$ cat src/rtl/reg_file8x16.sv
// reg_file8x16: eight-entry register file, one one-hot write port, two read ports,
// optional same-cycle write forwarding and a sticky multi-hot write-enable flag.
module reg_file8x16 #(
  parameter int WIDTH  = 16,
  parameter bit BYPASS = 1'b1
) (
  input  logic             clk,
  input  logic             reset_n,
  input  logic [7:0]       we,
  input  logic [WIDTH-1:0] W,
  input  logic [2:0]       R_Adr,
  input  logic [2:0]       S_Adr,
  output logic [WIDTH-1:0] R,
  output logic [WIDTH-1:0] S,
  input  logic             clr_err,
  output logic             onehot_err
);
  logic [WIDTH-1:0] regs [8];
  logic             one_hot, multi_hot, hit_r, hit_s;
  logic [2:0]       wa;
  always_comb begin
    multi_hot = (we & (we - 8'd1)) != 8'd0;
    one_hot   = (we != 8'd0) && !multi_hot;
    wa        = 3'd0;
    for (int i = 0; i < 8; i++) wa = we[i] ? 3'(i) : wa;
    // forwarding is masked during reset so the ports read the cleared storage
    hit_r = BYPASS && reset_n && one_hot && (wa == R_Adr);
    hit_s = BYPASS && reset_n && one_hot && (wa == S_Adr);
    R     = hit_r ? W : regs[R_Adr];
    S     = hit_s ? W : regs[S_Adr];
  end
  always_ff @(posedge clk or negedge reset_n)
    if (!reset_n) begin
      for (int i = 0; i < 8; i++) regs[i] <= '0;
      onehot_err <= 1'b0;
    end else begin
      if (one_hot) regs[wa] <= W;
      if (multi_hot) onehot_err <= 1'b1;
      else if (clr_err) onehot_err <= 1'b0;
    end
endmodule

$ cat config.mk
export PLATFORM = sky130hd
export DESIGN_NAME = reg_file8x16
export DESIGN_NICKNAME = d
export VERILOG_FILES = /design/src/rtl/reg_file8x16.sv
export SDC_FILE = /design/constraint.sdc
export NUM_CORES = 1
export LEC_CHECK = 0
export CORE_MARGIN = 5
export CORE_UTILIZATION = 42
export DETAILED_ROUTE_END_ITERATION = 7
export SLEW_MARGIN = 20
export SYNTH_ARGS = -nofsm -noshare
export SYNTH_HDL_FRONTEND = slang
export SYNTH_SLANG_ARGS = --single-unit
$ cat constraint.sdc
create_clock -name clk -period 5.2 [get_ports clk]
set_clock_uncertainty 0.05 [all_clocks]
set_input_delay 1.04 -clock clk [delete_from_list [all_inputs] [get_ports clk]]
set_output_delay 1.04 -clock clk [all_outputs]
set_load 0.005 [all_outputs]
==> metrics.md, run 1 <==
| Metric | Value |
|---|---|
| Setup Crit Path Kind | primary input to output port |
| Initial DRC Count | roughly 280 |
| TritonCTS clock tree | done |
| First-pass GRT wire length | 29400 um |
| Mapped Area | 7440 um^2 |
| Ranking of synthesized cells by area | dfrtp_1 43%, mux2_2 29%, mux4_2 19% |
| Leak | 0.00402 uW |
| Port-buffer cells | between 60 and 70 |
| I/O pins | 66 |
| CTS root buf | clkbuf_16 |
| Post-Syn Area per Cell | between 15 and 20 um^2 |
| DP Wirelength | 11200 um |
| Required @ worst endpoint | 4.11 ns |
| # rows | 48 |
| Outcome | finished, final reports clean |
| Worst Max-Slew Pin Slew | 0.957 ns |
| CP Capture Type | output port |
| Ys async rst share | 1.00 |
| Post-route ant nets | 0 |
| Power, Total | 2960 uW |
| Sequential area share after synthesis | 0.434 |
| Endpoints failing hold | 0 |
| Syn Nets | between 500 and 600 |
| Detailed-route DRC error count | 0 |
| VDD IR max | 0.000247 V |
| Worst-path clk slew | 0.05 ns |
| Cell family with most CP delay | buffers and inverters |
| Antenna diodes | 0 |
| Max_cap viols | 0 |
| Tot GR Track Use | 0.191 |
| Max Root-Sink Buffers | 2 |
| Synthesis warning total | 0 |
| Cell area power density | 330 nW/um^2 |
| EDFF count, synth | 0 |
| Post-CTS Hold Buffers | 0 |
| Most used DFF post-synth | dfrtp_1 |
| Post-Synthesis Cells | 495 |
| Final Slew Violations | 0 |
| Most common library cells after synthesis | 189 x mux2_2, 129 x dfrtp_1, 64 x mux4_2 |
| Hold Path Class | flip-flop to flip-flop |
| TritonCTS Buffers | 17 |
| Clock sinks | 129 |
| Vias in the first global route | 4992 |
| Post-synth top area cell | dfrtp_1 |
| Die width | 143 um |
| Congestion Overflow GR | 0 |
| WP data arrival | 3.99 ns |
| Final setup TNS | 0 ns |
| Critical path's largest stage delay | about 0.65 ns |
| CP Launch Type | primary input |
| Pin count of the biggest net entering global routing | 74 |
| Starting Density | 0.429 |
| Gpl congestion | about 0.8 |
| Slew headroom | 0.362 |
| Crit path buf inv count | 3 |
| Final wirelength | about 19000 um |
| Worst path cell trace | clkdlybuf4s50_1 > or4_1 > a211oi_1 > a311oi_1 > nor4b_4 > buf_4 > mux2_2 > clkdlybuf4s50_1 |
| Clk_lat worst skew | 0.41 ns |
| Count leader, synth | mux2_2 |
| CORE AREA | 17400 um^2 |
| Vias | 4650 |
| Netlist cell types | 34 |
| Max FO, Critical Path | 9 |
| Setup violators final | 0 |
| Final Cycle Share | 0.977 |
| First drt pass iteration count | 4 |
| Most frequent cell on the critical path | clkdlybuf4s50_1 |
| Die footprint | 20500 um^2 |
| Layout area overhead | 20.8% |
| Die height | 143 um |
| H-Tree Depth | 4 |
| Fin crit period | approximately 5.1 ns |
| # nets final | 584 |
| Share of layout cells above drive strength 1 | 0.557 |
| Yosys top cell area share | 0.434 |
| RSZ-0062 raised after global routing | no |
| Crit-path slowest cell | or4_1 |
| Vias per Instance | slightly below 6 |
| FF+latch count, synth | roughly 130 |
| WL/cell | 23.8 um |
| Max Clock Freq | 0.197 GHz |
| Initial antenna violation count | 0 |
[timing repair]
action                                  CTS  global route
resized for setup                         0             0
setup buffers                             0             1
endpoints found under the setup margin    0            32
[power breakdown]
part	switching [uW]	leakage (uW)	total (uW)	internal, uW
Sequential	74.2	0.00174	1190	1110
Combinational	183	0.00197	505	322
Clock	433	0.000310	1270	838
Total	690	0.00402	2960	2270
[registers in the layout, indices dropped and copies added, names as in the netlist]
| register | cells |
|---|---|
| regs | 128 |
| onehot_err | 1 |
[path summary, 6_finish.rpt]
check	from	end	slack [ns]	cells after the start
max in group asynchronous	reset_n	regs[20]	2.85	3
min in group asynchronous	reset_n	regs[59]	0.78	2
min	regs[84]	regs[84]	0.47	1
min reg2reg	regs[84]	regs[84]	0.47	1
max reg2reg	regs[121]	regs[121]	4.36	1
max	we[7]	S[8]	0.12	8
[routing by layer]
layer / vias up / share of wire / GRT usage
li1: 2038 / - / -
met1: 2475 / 0.47 / 0.276
met2: 111 / 0.47 / 0.295
met3: 26 / 0.039 / 0.0388
met4: 0 / 0.018 / 0.0540
met5: - / 0 / 0
[cell usage in the layout, fill, tap and decap left out, drive strengths merged, types with 4 or more instances in the layout]
master,Yosys,layout
a211oi,4,4
nand3,4,4
o21ai,4,4
buf,36,28
clkinv,0,5
clkbuf,17,22
clkdlybuf4s50,0,62
nor4b,4,4
mux2,192,192
nor2,5,5
bufinv,0,4
nand2b,4,4
dfrtp,129,129
inv,4,4
and3,4,4
mux4,64,64
[kinds of logic (layout without fill, tap and decap cells)]
family,Yosys count,after routing,share of synthesized area
AND/OR/NAND/NOR,33,33,0.0309
XOR/XNOR,2,2,0.00235
AO/OA/AOI/OAI,17,17,0.0168
flip-flops,129,129,0.434
adder cells (fa/ha/maj),1,1,0.00134
multiplexers,256,256,0.484
buffers and inverters,57,126,0.0309
[through the flow]
step	area [um^2]	std cells	setup slack, ns	hold WS, ns	util
CTS	8980	788	0.124	0.471	0.518
floorplan	7440	495	1.07	0.441	-
global route	8990	789	0.0512	0.488	0.518
finish	8990	789	0.120	0.469	0.518
global placement	8350	756	0.212	0.449	0.481
detailed placement	8350	756	0.143	0.459	0.481
[layout make-up]
| cell class | instances | area [um^2] |
|---|---|---|
| inverter | 4 | 15.0 |
| sequential | 129 | 3230 |
| timing repair buffer | 90 | 851 |
| clock inverter | 10 | 156 |
| fill | 1407 | 8360 |
| clock buffer | 22 | 474 |
| tap | 225 | 282 |
| multi-input combinational | 309 | 3990 |
No activity file was read; power rests on OpenSTA's default activity.
==> inputs of run 2 (changes only) <==
--- a/config.mk
+++ b/config.mk
@@ -8,6 +8,8 @@
 export CORE_MARGIN = 5
 export CORE_UTILIZATION = 42
 export DETAILED_ROUTE_END_ITERATION = 7
+export GPL_ROUTABILITY_DRIVEN = 0
+export PLACE_DENSITY_LB_ADDON = 0.15
 export SLEW_MARGIN = 20
 export SYNTH_ARGS = -nofsm -noshare
 export SYNTH_HDL_FRONTEND = slang
==> constraint.sdc (replaced) <==
create_clock -name clk -period 6.5 [get_ports clk]
set_clock_uncertainty 0.05 [all_clocks]
set_input_delay 1.3 -clock clk [delete_from_list [all_inputs] [get_ports clk]]
set_output_delay 1.3 -clock clk [all_outputs]
set_load 0.005 [all_outputs]
==> run 2 against run 1 <==
Power is 21% lower. Hold slack got worse by 0.0050 ns. Wire length decreased by 0.14%. Non-clock buffer count shrank 7. Worst setup slack gained 0.74 ns. Clock power fell by 23%. Sequential cell count did not move. Via count shrank 0.56%. Count of clock-buffer cells in the layout decreased by 3. Combinational power is 21% lower. Register-to-register slack better by 1.3 ns. Sequential power shrank 20%. Largest cell class unchanged. Largest power group unchanged.
==> metrics.md, run 2 (synthesis gave the netlist of run 1 again) <==
| Metric | Value |
|---|---|
| Outcome | finished, final reports clean |
| Crit-path slowest cell | clkdlybuf4s50_1 |
| Most common library cell in the layout ignoring fill and taps | mux2_2 |
| Met2 GRT Util | 0.314 |
| Cell family with most CP delay | buffers and inverters |
| TritonCTS Buffers | 17 |
| CORE AREA | approximately 17000 um^2 |
| Die footprint | 20500 um^2 |
| Pin count of the biggest net entering global routing | 69 |
| Starting Density | 0.429 |
| H-Tree Depth | 4 |
| Critical path's largest stage delay | 0.98 ns |
| Initial antenna violation count | 0 |
| Port-buffer cells | 65 |
| Share of layout cells above drive strength 1 | 0.555 |
| Slew headroom | 0.253 |
| Setup Crit Path Kind | primary input to output port |
| Leak | ~0.004 uW |
| Final setup TNS | 0 ns |
| Busiest grt layer | met2 |
| DP Wirelength | 11300 um |
| Tot GR Track Use | 0.194 |
| M3 GR Usage | 0.0425 |
| Finished Core Util | 0.513 |
| TritonCTS clock tree | done |
| Fin crit period | 5.64 ns |
| Most frequent cells in the layout | 189 x mux2_2, 129 x dfrtp_1, 64 x mux4_2 |
| Antenna diodes | 0 |
| Post_cts resized | 0 |
| RSZ-0062 raised after global routing | no |
| Die height | 143 um |
| Final Cycle Share | 0.868 |
| # rows | 48 |
| Worst path cell trace | clkdlybuf4s50_1 > nor4b_1 > a311oi_1 > nor4b_4 > buf_4 > mux2_2 > clkdlybuf4s50_1 |
| Top Registers | regs x128, onehot_err x1 |
| Largest Register | regs |
| First drt pass iteration count | 7 |
| Clock sinks | 129 |
| Endpoints failing hold | 0 |
| Max_cap viols | 0 |
| Initial DRC Count | 234 |
| Max Root-Sink Buffers | 2 |
| Required @ worst endpoint | 5.15 ns |
| Congestion Overflow GR | 0 |
| I/O pins | 66 |
| CP Capture Type | output port |
| Final wirelength | 18700 um |
| Final Slew Violations | 0 |
| Die width | 143 um |
| Cell area power density | 262 nW/um^2 |
| Max FO, Critical Path | 16 |
| WL/cell | roughly 24 um |
| Post-route ant nets | 0 |
| Hold Path Class | flip-flop to flip-flop |
| VDD IR max | 0.000199 V |
| Max Clock Freq | 0.177 GHz |
| Worst-path clk slew | around 0.06 ns |
| Worst Max-Slew Pin Slew | 1.12 ns |
| # nets final | 577 |
| Most frequent cell on the critical path | clkdlybuf4s50_1 |
| Post-CTS Hold Buffers | 0 |
| Setup violators final | 0 |
| GRT met1 Usage | 0.261 |
| Vias per Instance | 5.91 |
| Vias in the first global route | 5088 |
| Setup bufs post-CTS | 0 |
| Detailed-route DRC error count | 0 |
| CP Launch Type | primary input |
| WP data arrival | 4.29 ns |
| Vias | roughly 4.6k |
| Max reg flops | between 100 and 150 |
| Layout area overhead | 19.5% |
| First-pass GRT wire length | 29500 um |
| Clk_lat worst skew | between 0.4 and 0.5 ns |
| Crit path buf inv count | 3 |
| CTS root buf | clkbuf_16 |
-- run 2: path summary, 6_finish.rpt --
path	start	end	slack, ns	cells past startpoint
min in group asynchronous	reset_n	regs[43]	1.07	2
setup reg to reg	regs[115]	regs[115]	5.65	1
hold reg to reg	onehot_err	onehot_err	0.46	2
max in group asynchronous	reset_n	regs[84]	3.94	3
hold / removal	onehot_err	onehot_err	0.46	2
setup / recovery	R_Adr[2]	R[6]	0.86	7
-- run 2: layer usage --
layer	wire, um	vias to the layer above	part of all wire
li1	-	2009	-
met1	8200	2458	0.44
met2	9160	132	0.49
met3	993	25	0.053
met4	364	0	0.019
met5	0	-	0
-- run 2: per-stage QoR --
stage / worst slack, ns / total power (uW) / instance area (um^2) / hold slack [ns] / instances
after CTS: 0.844 / 2360 / 8900 / 0.475 / 782
after global routing: 0.587 / 2440 / 8900 / 0.487 / 782
after detailed placement: 0.860 / 1370 / 8280 / 0.462 / 750
after floorplan: 1.85 / 1210 / 7440 / 0.441 / 495
final: 0.861 / 2330 / 8900 / 0.464 / 782
after global placement: 0.899 / 1350 / 8280 / 0.449 / 750
-- run 2: power breakdown --
| part | leakage [uW] | total (uW) | switching, uW | internal, uW |
|---|---|---|---|---|
| clock network | 0.000287 | 981 | 359 | 622 |
| logic | 0.00193 | 401 | 146 | 254 |
| registers | 0.00174 | 951 | 59.9 | 891 |
-- run 2: final cells by class --
cell class	instances	area, um^2
Fill cell	1484	8460
Multi-Input combinational cell	309	3990
Sequential cell	129	3230
Timing Repair Buffer	83	773
Clock buffer	19	453
Tap cell	225	282
Clock inverter	13	160
Inverter	4	15.0
-- run 2: tightest hold or removal path: cells and delay by family (launching register included) --
family,cells,cell delay [ns]
flip-flops,1,0.34
AND/OR/NAND/NOR,2,0.14
